$ cat config.mk
export PLATFORM = sky130hd
export DESIGN_NAME = id_ex_hazard_ctrl
export DESIGN_NICKNAME = d
export VERILOG_FILES = /design/src/rtl/id_ex_hazard_ctrl_pkg.sv /design/src/rtl/id_ex_hazard_ctrl_sat_counter.sv /design/src/rtl/id_ex_hazard_ctrl.sv
export SDC_FILE = /design/constraint.sdc
export NUM_CORES = 1
export LEC_CHECK = 0
export BUFFER_PORTS_ARGS = -buffer_cell sky130_fd_sc_hd__buf_2
export CORE_MARGIN = 2
export CORE_UTILIZATION = 51
export CTS_CLUSTER_SIZE = 40
export DETAILED_ROUTE_END_ITERATION = 8
export PLACE_DENSITY = 0.76
export SLEW_MARGIN = 20
export SYNTH_ARGS = -nofsm -noshare
export SYNTH_HDL_FRONTEND = slang
export SYNTH_SLANG_ARGS = --single-unit
$ cat constraint.sdc
create_clock -name clk -period 2.6 [get_ports clk]
set_input_delay 0.52 -clock clk [delete_from_list [all_inputs] [get_ports clk]]
set_output_delay 0.52 -clock clk [all_outputs]
set_load 0.01 [all_outputs]
$ cat src/rtl/id_ex_hazard_ctrl_pkg.sv
// Shared pipeline definitions for the ID/EX hazard controller: FSM states,
// register-zero constant, NOP control bundle and output-pattern constants.
package id_ex_hazard_ctrl_pkg;

    typedef enum logic [1:0] {
        ST_RUN   = 2'd0,
        ST_STALL = 2'd1,
        ST_FLUSH = 2'd2
    } hz_state_e;

    localparam logic [4:0] REG_ZERO = 5'd0;

    // ID/EX control fields; a bubble loads all of them as zero.
    typedef struct packed {
        logic       reg_dst;
        logic       alu_src;
        logic       mem_to_reg;
        logic       reg_write;
        logic       mem_read;
        logic       mem_write;
        logic       branch;
        logic [1:0] alu_op;
    } id_ex_ctrl_t;

    localparam id_ex_ctrl_t BUBBLE_CTRL = '0;

    typedef struct packed {
        logic pc_write;
        logic if_id_write;
        logic id_ex_bubble;
        logic if_id_flush;
    } hz_out_t;

    localparam hz_out_t OUT_RUN      = '{pc_write: 1'b1, if_id_write: 1'b1, id_ex_bubble: 1'b0, if_id_flush: 1'b0};
    localparam hz_out_t OUT_STALL    = '{pc_write: 1'b0, if_id_write: 1'b0, id_ex_bubble: 1'b1, if_id_flush: 1'b0};
    localparam hz_out_t OUT_REDIRECT = '{pc_write: 1'b1, if_id_write: 1'b1, id_ex_bubble: 1'b1, if_id_flush: 1'b1};
    localparam hz_out_t OUT_RESET    = '{pc_write: 1'b0, if_id_write: 1'b0, id_ex_bubble: 1'b1, if_id_flush: 1'b1};

endpackage

$ cat src/rtl/id_ex_hazard_ctrl_sat_counter.sv
// Saturating up-counter with synchronous active-high clear; holds at all-ones.
module sat_counter #(
    parameter int CNT_W = 16
) (
    input  logic             clk,
    input  logic             reset,
    input  logic             inc,
    output logic [CNT_W-1:0] count
);

    logic [CNT_W-1:0] count_q;
    logic [CNT_W-1:0] count_d;

    always_comb begin
        count_d = count_q;
        if (inc && (count_q != {CNT_W{1'b1}})) begin
            count_d = count_q + 1'b1;
        end
    end

    always_ff @(posedge clk) begin
        if (reset) begin
            count_q <= '0;
        end else begin
            count_q <= count_d;
        end
    end

    assign count = count_q;

endmodule

$ cat src/rtl/id_ex_hazard_ctrl.sv
// Load-use / redirect hazard controller driving PC, IF/ID and ID/EX write side,
// with multi-cycle stall/flush sequencing and saturating performance counters.
module id_ex_hazard_ctrl
    import id_ex_hazard_ctrl_pkg::*;
#(
    parameter int LOAD_STALL   = 1,
    parameter int FLUSH_CYCLES = 1,
    parameter int CNT_W        = 16
) (
    input  logic             clk,
    input  logic             reset,
    input  logic [4:0]       idRegRs,
    input  logic [4:0]       idRegRt,
    input  logic             idUsesRt,
    input  logic             exMemRead,
    input  logic [4:0]       exRegRt,
    input  logic             branchTaken,
    input  logic             jumpTaken,
    output logic             pcWrite,
    output logic             ifIdWrite,
    output logic             idExBubble,
    output logic             ifIdFlush,
    output logic [CNT_W-1:0] stallCycles,
    output logic [CNT_W-1:0] flushCycles
);

    localparam logic [3:0] STALL_RELOAD = 4'(LOAD_STALL - 1);
    localparam logic [3:0] FLUSH_RELOAD = 4'(FLUSH_CYCLES - 1);

    hz_state_e  state_q, state_d;
    logic [3:0] cnt_q, cnt_d;
    hz_out_t    out;
    logic       load_use;
    logic       redirect;

    assign load_use = exMemRead && (exRegRt != REG_ZERO) &&
                      ((exRegRt == idRegRs) || (idUsesRt && (exRegRt == idRegRt)));
    assign redirect = branchTaken || jumpTaken;

    always_comb begin
        state_d = state_q;
        cnt_d   = cnt_q;
        out     = OUT_RUN;
        if (reset) begin
            out     = OUT_RESET;
            state_d = ST_RUN;
            cnt_d   = 4'd0;
        end else if (redirect) begin
            // Redirect wins in every state and (re)starts the flush window.
            out   = OUT_REDIRECT;
            cnt_d = FLUSH_RELOAD;
            state_d = (FLUSH_CYCLES > 1) ? ST_FLUSH : ST_RUN;
        end else begin
            unique case (state_q)
                ST_RUN: begin
                    if (load_use) begin
                        out     = OUT_STALL;
                        cnt_d   = STALL_RELOAD;
                        state_d = (LOAD_STALL > 1) ? ST_STALL : ST_RUN;
                    end
                end
                ST_STALL: begin
                    out   = OUT_STALL;
                    cnt_d = cnt_q - 4'd1;
                    if (cnt_q == 4'd1) state_d = ST_RUN;
                end
                ST_FLUSH: begin
                    out   = OUT_REDIRECT;
                    cnt_d = cnt_q - 4'd1;
                    if (cnt_q == 4'd1) state_d = ST_RUN;
                end
                default: begin
                    state_d = ST_RUN;
                    cnt_d   = 4'd0;
                end
            endcase
        end
    end

    always_ff @(posedge clk) begin
        if (reset) begin
            state_q <= ST_RUN;
            cnt_q   <= 4'd0;
        end else begin
            state_q <= state_d;
            cnt_q   <= cnt_d;
        end
    end

    assign pcWrite    = out.pc_write;
    assign ifIdWrite  = out.if_id_write;
    assign idExBubble = out.id_ex_bubble;
    assign ifIdFlush  = out.if_id_flush;

    sat_counter #(.CNT_W(CNT_W)) u_stall_cnt (
        .clk   (clk),
        .reset (reset),
        .inc   (~out.pc_write),
        .count (stallCycles)
    );

    sat_counter #(.CNT_W(CNT_W)) u_flush_cnt (
        .clk   (clk),
        .reset (reset),
        .inc   (out.if_id_flush),
        .count (flushCycles)
    );

endmodule
==> results.md <==
* Status: finished clean
* Max incr delay on CP at approximately 0.54 ns
* Final number of setup-violating endpoints at 0
* Setup repair after global routing missed its margin: false
* Fraction of synthesis flops using an asynchronous set or reset pin at 0
* Vias per inst at approximately 5.7
* RD Place Congestion at about 0.82
* CP max FO at 3
* FF-to-FF setup slack at ~0.6 ns
* DP Wirelength at 3.16 mm
* Total Negative Setup Slacks at 0 ns
* Setup crit start kind: primary input
* Die extent in y at roughly 65 µm
* Req. time, crit path at approximately 2.1 ns
* Clock slew at the register clock pins of the worst setup and hold paths at around 0.070 ns
* Area share of the largest cell type after synthesis at 0.341
* Number of max-cap violations at 0
* Total routed wirelength at 4.37 mm
* Yosys top cell by area: sky130_fd_sc_hd__dfxtp_1
* Maximum number of pins on one net before global-route repair at 36
* Cell chosen for the clock root: sky130_fd_sc_hd__clkbuf_8
* Overall Global Routing Usage at 0.210
* Measured slew at the worst slew-check pin at approximately 0.57 ns
* Relative max-transition margin at 0.614
* Max VDD drop at 0.272 mV
* Critical path class: in2out
* Post-synth design cell area at around 1900 µm²
* Die outline area at ~4200 µm²
* CTS tree: done
* Die width at approximately 65 µm
* Path depth of the worst reg2reg path at 5
* Slowest cell on the critical path: sky130_fd_sc_hd__or4_1
* Mean instance size in the synthesized netlist at about 8.1 µm²
* Post-CTS Setup Repair Bufs at 0
* Number of filler instances in the final layout at about 330
* WP buf/inv at 2
* DRC Markers at 0
* Worst hold stages at 2
* Share of the clock period used by the worst path at 0.913
* Smallest setup slack after layout at 0.226 ns
* Vias in the first global route at between 1,500 and 2,000
* Max-slew violations at 0
* Drt first pass iters at 4
* Sum of overflow across all layers after global routing at 0
* Number of nets at the end of the flow at 310
* PostCTS Resize Cnt at 0
* Number of nets produced by synthesis at roughly 250
* Post-synthesis cell type count at 43
* Fraction of layout instances using a drive strength above 1 at 0.309
* Largest delay share family, worst path: simple AND/OR/NAND/NOR gates
* RR Startpoint: u_stall_cnt.count[3]$_SDFFE_PP0P_
* Number of top-level design ports at 57
* Primary FF master, synth: sky130_fd_sc_hd__dfxtp_1
* CTS HTree Levels at 2
* Number of placement rows at 22
* CP Data Arrival Time at roughly 1.9 ns
* Max Root-Sink Buffers at 2
* Wire length of the first global-routing pass at slightly above 7 mm
* Total via count after detailed routing at between 1,500 and 2,000
* Clk_lat worst skew at ~0.29 ns
* Number of hold buffers added after cts at 0
* Most frequent cell after synthesis: sky130_fd_sc_hd__dfxtp_1
* Critical path, cell by cell: buf_2 -> or4_1 -> o21a_1 -> nand2_1 -> nor2_1 -> nor2_1 -> buf_2
* Power density over the cells at between 400 and 500 nW/µm²
* Capturing element type of the critical path: output pin
* Final worst path period need at roughly 2.4 ns
* Number of antenna cells inserted at 0
* Number of hold violations in the final report at 0
* Fin Clk Skew at between 0.003 and 0.004 ns
* Placeable core area at ~3600 µm²
* Routed length per placed instance at 13.0 µm
* R2R Path End: u_stall_cnt.count[8]$_SDFFE_PP0P_
* Static leakage power at between 0.8 and 0.9 nW
* F_max at roughly 420 MHz
* Top cells by count, synth: sky130_fd_sc_hd__dfxtp_1 (32), sky130_fd_sc_hd__nor2_1 (23), sky130_fd_sc_hd__a21oi_1 (17), sky130_fd_sc_hd__xnor2_1 (17), sky130_fd_sc_hd__nand2_1 (16)
* Dominant cells by area after synthesis: sky130_fd_sc_hd__dfxtp_1 (34%), sky130_fd_sc_hd__xnor2_1 (7.9%), sky130_fd_sc_hd__o31ai_1 (5.2%)
* Clock net sink count at 32
* Starting density of the core at 0.521
* TritonCTS Buffers at 5
* Pre-CTS setup slack at 0.222 ns
* Growth of design area from synthesis to finish at 22.2%
* Source of the critical timing path: exRegRt[1]
* Instance count of the mapped netlist at approximately 230
* Hold Path End: u_flush_cnt.count[15]$_SDFFE_PP0P_
* Count of flip-flops with a built-in enable after synthesis at 0
* Number of register bits inferred by synthesis at 32
* Worst hold start: u_flush_cnt.count[15]$_SDFFE_PP0P_
* Sequential share of the synthesized area at 0.341
* Violation count after the first detailed-route iteration at 57
* Number of warning messages in the yosys log at 0
* # port buffers at 56
* Antenna violations before repair at 0
* Worst hold-check path type: reg2reg
* Remaining number of nets flagged by the antenna check after routing at 0
-- cells in the final DEF, fill, tap and decap left out, drive strengths merged, types with 5 or more instances in the layout --
| master | instances |
|---|---|
| o31ai | 14 |
| o21ai | 12 |
| nand4 | 10 |
| or3 | 9 |
| nand2 | 16 |
| xnor2 | 17 |
| dfxtp | 32 |
| or4 | 15 |
| nand3 | 14 |
| nor2 | 23 |
| buf | 61 |
| inv | 5 |
| nor3 | 9 |
| a21oi | 23 |
| clkbuf | 6 |
-- where the power goes --
group | internal, W | switching [W]
sequential | 0.000495 | 0.00000720
combinational | 0.0000430 | 0.0000547
clock | 0.000284 | 0.000192
-- tightest hold or removal path: cells and delay by family (launching register included) --
kind | cells | cell delay, ns
compound gates | 2 | 0.13
flops | 1 | 0.33
-- logic make-up after synthesis --
kind of cell | count (synthesis) | synth area share
AOI/OAI and AO/OA | 55 | 0.199
xor gates and xnor gates | 18 | 0.0839
adders and majority gates | 2 | 0.0133
buffers and inverters | 17 | 0.0466
DFF | 32 | 0.341
muxes | 2 | 0.0113
and+or+nand+nor | 105 | 0.305
-- worst max-delay path by stage --
stage | cells past startpoint | to | slack [ns]
after detailed placement | 7 | pcWrite | 0.22
final | 7 | pcWrite | 0.23
after floorplan | 7 | pcWrite | 0.09
after CTS | 7 | pcWrite | 0.22
after global routing | 7 | pcWrite | 0.14
after global placement | 7 | pcWrite | 0.23
-- flip-flops by register name (all words and copies together), names as in the netlist --
register / cells
u_stall_cnt.count: 16
u_flush_cnt.count: 16
-- metrics by stage --
step / cells / hold slack, ns / area [µm²] / power, W / util
2_1_floorplan: 231 / 0.514 / 1880 / 0.000573 / -
3_3_place_gp: 328 / 0.485 / 2190 / 0.000609 / 0.607
3_5_place_dp: 328 / 0.497 / 2190 / 0.000612 / 0.607
4_1_cts: 336 / 0.509 / 2290 / 0.00108 / 0.636
5_1_grt: 336 / 0.539 / 2290 / 0.00111 / 0.636
6_report: 336 / 0.510 / 2290 / 0.00108 / 0.636
-- area by class of cell --
| class | count | area, µm² | share of cell area |
|---|---|---|---|
| Clock buffer | 6 | 72.6 | 0.0316 |
| Multi-Input combinational cell | 182 | 1150 | 0.501 |
| Timing Repair Buffer | 61 | 318 | 0.138 |
| Clock inverter | 2 | 35.0 | 0.0153 |
| Tap cell | 48 | 60.1 | 0.0262 |
| Inverter | 5 | 18.8 | 0.00818 |
| Sequential cell | 32 | 641 | 0.279 |
-- routing by layer --
layer / track usage / wire (µm) / vias up
met2: 0.367 / 2170 / 32
met4: 0.0745 / 46 / 0
met5: 0 / 0 / -
met1: 0.255 / 1980 / 915
li1: - / - / 968
met3: 0.0434 / 164 / 6
(Power assumes the default switching activity.)
